File: src/rtl/ring_rr_arbiter.sv
// Round-robin arbiter for one shared resource with a one-hot ring priority pointer.
// The pointer rotates past each owner on release. An optional hold limit forces rotation.
module ring_rr_arbiter #(
  parameter int N        = 4,
  parameter int MAX_HOLD = 16,
  localparam int IW      = $clog2(N)
) (
  input  logic          clk,
  input  logic          reset,
  input  logic [N-1:0]  req,
  output logic [N-1:0]  gnt,
  output logic          gnt_valid,
  output logic [IW-1:0] gnt_idx,
  output logic          preempt
);

  // state | meaning
  // IDLE  | no owner, gnt all-zero
  // GRANT | one client owns the resource, gnt one-hot
  typedef enum logic {IDLE, GRANT} state_t;

  localparam int HW         = (MAX_HOLD < 1) ? 1 : $clog2(MAX_HOLD + 1);
  localparam bit HOLD_LIMIT = (MAX_HOLD != 0);

  state_t          state, state_n;
  logic [N-1:0]    ptr, ptr_n;
  logic [N-1:0]    gnt_n;
  logic [HW-1:0]   hold_cnt, hold_n;
  logic            preempt_n;
  logic [N-1:0]    others;
  logic [N-1:0]    ptr_next_owner;

  function automatic logic [N-1:0] rotl1(input logic [N-1:0] v);
    return {v[N-2:0], v[N-1]};
  endfunction

  // First set bit of r, scanning upward from the pointer bit with wrap.
  function automatic logic [N-1:0] rr_pick(input logic [N-1:0] r, input logic [N-1:0] p);
    logic [N-1:0] res;
    logic         found;
    res = '0;
    for (int i = 0; i < N; i++) begin
      if (p[i]) begin
        found = 1'b0;
        for (int k = 0; k < N; k++) begin
          if (!found && r[(i + k) % N]) begin
            res[(i + k) % N] = 1'b1;
            found = 1'b1;
          end
        end
      end
    end
    return res;
  endfunction

  function automatic logic [IW-1:0] onehot_to_idx(input logic [N-1:0] v);
    logic [IW-1:0] idx;
    idx = '0;
    for (int i = 0; i < N; i++) begin
      if (v[i]) idx = IW'(i);
    end
    return idx;
  endfunction

  assign others         = req & ~gnt;
  assign ptr_next_owner = rotl1(gnt);

  always_comb begin
    state_n   = state;
    gnt_n     = gnt;
    ptr_n     = ptr;
    hold_n    = hold_cnt;
    preempt_n = 1'b0;
    case (state)
      IDLE: begin
        gnt_n = '0;
        if (|req) begin
          gnt_n   = rr_pick(req, ptr);
          hold_n  = HW'(1);
          state_n = GRANT;
        end
      end
      GRANT: begin
        if (!(|(req & gnt))) begin
          // Release: the new pointer also serves the same-edge re-arbitration.
          ptr_n = ptr_next_owner;
          gnt_n = rr_pick(req, ptr_next_owner);
          if (|gnt_n) begin
            hold_n = HW'(1);
          end else begin
            hold_n  = '0;
            state_n = IDLE;
          end
        end else if (HOLD_LIMIT && hold_cnt == HW'(MAX_HOLD)) begin
          hold_n = HW'(1);
          if (|others) begin
            ptr_n     = ptr_next_owner;
            gnt_n     = rr_pick(others, ptr_next_owner);
            preempt_n = 1'b1;
          end
        end else if (HOLD_LIMIT) begin
          hold_n = hold_cnt + 1'b1;
        end
      end
      default: begin
        state_n = IDLE;
        gnt_n   = '0;
        hold_n  = '0;
      end
    endcase
  end

  always_ff @(posedge clk) begin
    if (reset) begin
      state     <= IDLE;
      ptr       <= {{(N-1){1'b0}}, 1'b1};
      hold_cnt  <= '0;
      gnt       <= '0;
      gnt_valid <= 1'b0;
      gnt_idx   <= '0;
      preempt   <= 1'b0;
    end else begin
      state     <= state_n;
      ptr       <= ptr_n;
      hold_cnt  <= hold_n;
      gnt       <= gnt_n;
      gnt_valid <= |gnt_n;
      gnt_idx   <= onehot_to_idx(gnt_n);
      preempt   <= preempt_n;
    end
  end

endmodule

File: config.mk
export PLATFORM = sky130hd
export DESIGN_NAME = ring_rr_arbiter
export DESIGN_NICKNAME = d
export VERILOG_FILES = /design/src/rtl/ring_rr_arbiter.sv
export SDC_FILE = /design/constraint.sdc
export NUM_CORES = 1
export LEC_CHECK = 0
export BUFFER_PORTS_ARGS = -buffer_cell sky130_fd_sc_hd__buf_2
export CAP_MARGIN = 20
export CORE_ASPECT_RATIO = 0.8
export CORE_UTILIZATION = 60
export CTS_CLUSTER_DIAMETER = 120
export DETAILED_ROUTE_END_ITERATION = 8
export HOLD_SLACK_MARGIN = 0.15
export PLACE_DENSITY = 0.82
export SLEW_MARGIN = 20
export SYNTH_ARGS = -nofsm -noshare
export SYNTH_HDL_FRONTEND = slang
export SYNTH_SLANG_ARGS = --single-unit
export TNS_END_PERCENT = 100
File: constraint.sdc
create_clock -name clk -period 3 [get_ports clk]
set_input_delay 0.45 -clock clk [delete_from_list [all_inputs] [get_ports clk]]
set_output_delay 0.45 -clock clk [all_outputs]
set_load 0.05 [all_outputs]
[Yosys cells after proc, flatten, opt, wreduce, memory -nomap -nowiden]
Index checks and enable logic that the tools add are counted.
Operators by class
  add/sub/neg operators: 1
  eq/ne operators: 4
  multiplexer cells: 244
  bitwise gates (word level): 6
  reductions and logical operators: 79
Operators by type and width (number)
  $mux W1: 215
  $mux W4: 21
  $logic_and A1 B1 Y1: 36
  $logic_not A1 Y1: 36
  $reduce_or A4 Y1: 6
  $mux W5: 3
  $pmux W5 S2: 1
  $and A4 B4 Y4: 2
  $pmux W4 S2: 1
  $add A5 B1 Y5 const B: 1
  $eq A5 B5 Y1 const B: 1
  $mux W2: 2
  $ne A2 B1 Y1 const B: 2
  $not A4 Y4: 1
  $not A1 Y1: 3
  $reduce_and A3 Y1: 1
  $ne A2 B2 Y1 const B: 1
  $pmux W1 S2: 1
Word-level totals
  register bits after elaboration: 18
  bits of input ports: 6
  output and inout bits: 8
  logic and storage cells: 341

[Longest topological paths before layout]
  depth in word-level cells: 41
  depth in mapped cells: 8
  mapped depth without buffers: 8

[Worst setup path before layout]
OpenSTA, ideal clock, no wires.
  path type: flip-flop to flip-flop
  start point: register gnt[3]
  end point: register gnt_valid
  library setup time: 77 ps
  data arrival time: 2170 ps
  required time: 2923 ps
  slack: 753 ps
  stages on the path, launching flop included: 8
  path buffers: 1
  clock period less this slack: 2247 ps
  cell sequence: dfxtp_1 > clkbuf_1 > nor2b_1 > o41ai_1 > nand2_1 > a221oi_2 > o21ba_2 > a41oi_2
Between the ends
  longest elaborated chain between the ends: 33
  elaborated cells on any way between the ends: 96
  those cells by class: mux (75); bitwise (3); reduce/logical (18)
RTL lines
  from (decl): line 11  | output logic [N-1:0] gnt,
  from (signal assigned): line 126  | gnt <= gnt_n;
  $not A4 Y4: line 65  | assign others = req & ~gnt;
  $and A4 B4 Y4: line 65
  $mux W1: line 46  | if (!found && r[(i + k) % N]) begin
  $mux W1: line 43  | if (p[i]) begin
  $mux W1: line 96  | if (|others) begin
  $mux W1: line 94  | end else if (HOLD_LIMIT && hold_cnt == HW'(MAX_HOLD)) begin
  $mux W1: line 84  | if (!(|(req & gnt))) begin
  $mux W1: line 74  | case (state)
  [17 not listed]
  $logic_and A1 B1 Y1: line 46
  $mux W1: line 46
  $mux W4: line 43
  $mux W4: line 96
  $mux W4: line 94
  $mux W4 (*): line 84
  $pmux W4 S2 (*): line 74
  $reduce_or A4 Y1 (*): line 127  | gnt_valid <= |gnt_n;
  to (signal assigned): line 127
  to (decl): line 12  | output logic gnt_valid,
Mark *: on every way between the ends. The rest lies on a longest branch, timed or not. The select of a mux whose other input is x is not followed.
A chain may end at the register's enable or synchronous reset.

[Worst setup path after layout]
  start point: register gnt[2]
  end point: register gnt_valid
Between the ends
  longest elaborated chain between the ends: 35
  elaborated cells on any way between the ends: 81
  those cells by class: mux (60); bitwise (3); reduce/logical (18)
RTL lines (line)
  $not A4 Y4: 65
  $and A4 B4 Y4: 65
  $mux W1: 46
  $mux W1: 43
  $mux W1: 96
  $mux W1: 94
  $mux W1: 84
  $mux W1: 74
  [19 not listed]
  $mux W4: 43
  $mux W1: 46
  $mux W4: 43
  $mux W4: 96
  $mux W4: 94
  $mux W4 (*): 84
  $pmux W4 S2 (*): 74
  $reduce_or A4 Y1 (*): 127
Marked as above.

==> flow_summary.ini <==
[timing]
rsz0062_at_grt = no
fin_crit_sh = 0.767
tightest_slew_ps = 800
skew_ps = 2.26
finalSetupTns_ps = 0
hold_viol_final = 0
period_needed_ps = 2300
slew_headroom = 0.466
finalSetupViolCount = 0
maxSlewViolCount = 0
max_clock_freq_mhz = 435

[placed_design]
placed_cell_area_mm2 = 0.00118
dp_cells = 168
hpwl_um = 2120
gp_congestion = 0.984
port_buffers = 13

[layout]
layout_common_cells = 18 x dfxtp_1, 14 x nor2_1, 13 x buf_2, 12 x nand2_1, 9 x inv_1
syn_to_final_growth_pct = 9.45
antenna_cells = 0
final_cells = 172
design_area_mm2 = 0.00122
drive_above_1_share = 0.167
fin_nets = 159
final_common_cell = dfxtp_1

[synthesis]
syn_nets = 146
seq_area_frac_synth = 0.324
synth-main-ff-cell = dfxtp_1
yosysTopAreaCell = dfxtp_1
syn_area_mm2 = 0.00111
synth_seq_cells = 18
yosysTopAreaCellShare = 0.324
synth_area_leaders = dfxtp_1 32%, nor2_1 4.7%, nand2_1 4.0%
synthDistinctLibCells = 48
postSynthAreaPerCell_um2 = 8.06
syn_inst = 138
async_reset_ff_frac = 0
yosys_warnings = 0
synth_edf_count = 0

[setup_path]
crit_path_end_kind = flop
r2r_start = gnt[2]
path_max_fanout = 10
reg2regPathDepth = 6
reg2reg_slack_ps = 700
required_ps = 3230
startpoint = gnt[2]
worstSetupEndpoint = gnt_valid
crit_path_start_kind = flop
worstPathArrival_ps = 2530
worstReg2RegEnd = gnt_valid
crit_type = reg2reg

[power]
p_clk_frac = 0.237
internal_power_w = 0.000395
p_sw_w = 0.000220
p_seq_frac = 0.461
swShare = 0.357
p_per_area_mw_per_mm2 = 505
combPwrFrac = 0.301
vdd_drop_max_mv = 0.453
leakagePower_nw = 0.503

[detailed_routing]
vias_per_cell = 6.59
ant_nets = 0
drc_errors = 0
wl_per_cell_um = 16.5
vias = 1134
routed_wl_um = 2830
firstDrtPassIters = 4
first_iter_violations = 91

[run]
cap_violations = 0

[global_route]
antenna_found_initial = 0
grt_pass1_wl_um = 4550
grt-ovfl-total = 0
grt_max_degree = 19
grt_use_total = 0.314
first_global_vias = 989

[run_status]
status = completed

[floorplanning]
die_area_mm2 = 0.00203
die_x_um = 50.1
rows = 13
core_area_mm2 = 0.00168
io_pins = 14
start_util = 0.664
fp.dieH_um = 40.5

[clock_tree]
ctsResizeCount = 0
cts_max_level = 1
cts_tree = yes
clk_path_buf_depth = 2
holdBufCountCts = 0
clock_tree.root_cell = clkbuf_4
cts.sinks = 18
cts_made_buffers = 3
clk_pin_slew_worst_paths_ps = 100
post-cts-setup-buffers = 0
clk_latency_ps = 290

[worst_hold_path]
min_path_type = reg2reg
synth_stat cells (all sizes together) (2+ instances only):
cell type  instances
ha                 2
a21oi              8
a31oi              2
a211o              2
buf                2
o21ai              6
o41ai              4
nand2b             3
nand3              3
mux2i              3
and2               2
a211oi             2
nor3               4
nor2b              7
nor2              14
a31o               2
o311ai             3
inv                9
and3               2
clkbuf             4
dfxtp             18
a221oi             2
nand2             13
worst max-delay path, stage by stage (launching register included):
cell,delay [ps]
dfxtp_1,570
nor2b_1,130
o41ai_1,720
nand2_1,160
a221oi_2,280
o21ba_2,220
a41oi_2,150
registers in the layout (all words and copies together) (netlist names):
| name | cells |
|---|---|
| hold_cnt | 5 |
| gnt_valid | 1 |
| preempt | 1 |
| gnt | 4 |
| ptr | 4 |
| gnt_idx | 2 |
| state | 1 |
worst min path at each step:
stage / from / end / slack [ps] / depth (start not counted)
finish: hold_cnt[4] / hold_cnt[4] / 490 / 2
global route: reset / ptr[3] / 520 / 2
CTS: hold_cnt[4] / hold_cnt[4] / 490 / 2
detailed placement: hold_cnt[4] / hold_cnt[4] / 480 / 2
global placement: hold_cnt[4] / hold_cnt[4] / 460 / 2
floorplan: hold_cnt[4] / hold_cnt[4] / 440 / 2
power groups by stage:
stage                     Sequential (W)  Combinational (W)  Clock (W)
after detailed placement        0.000287           0.000183          0
after floorplan                 0.000312           0.000115          0
final                           0.000284           0.000185   0.000146
after global placement          0.000287           0.000179          0
after CTS                       0.000282           0.000183   0.000150
after global routing            0.000286           0.000203   0.000158
cell type report:
| cell class | count | area (µm²) |
|---|---|---|
| flip-flops and latches | 18 | 360 |
| clock buffers | 4 | 36.3 |
| inverters | 9 | 33.8 |
| multi-input cells | 105 | 687 |
| repair buffers | 14 | 72.6 |
| fillers | 141 | 458 |
| well taps | 22 | 27.5 |
metal layers:
| layer | global-route usage | up-vias | routed length, µm |
|---|---|---|---|
| met2 | 0.513 | 69 | 1230 |
| met4 | 0.107 | 0 | 46 |
| met3 | 0.0720 | 9 | 263 |
| met1 | 0.414 | 513 | 1290 |
| met5 | 0 | - | 0 |
| li1 | - | 543 | - |
stage by stage:
| stage | worst slack, ps | util | hold slack (ps) | power [W] |
|---|---|---|---|---|
| global route | 514 | 0.727 | 518 | 0.000646 |
| finish | 700 | 0.727 | 489 | 0.000615 |
| floorplan | 753 | - | 444 | 0.000426 |
| detailed placement | 636 | 0.705 | 479 | 0.000470 |
| global placement | 695 | 0.705 | 459 | 0.000466 |
| CTS | 791 | 0.727 | 492 | 0.000615 |
logic make-up after synthesis:
| logic type | share of synthesized area |
|---|---|
| buf+inv | 0.0585 |
| mux | 0.0270 |
| fa+ha+maj | 0.0225 |
| compound gates | 0.318 |
| simple gates | 0.250 |
| flops | 0.324 |
No activity file was read; power rests on OpenSTA's default activity.
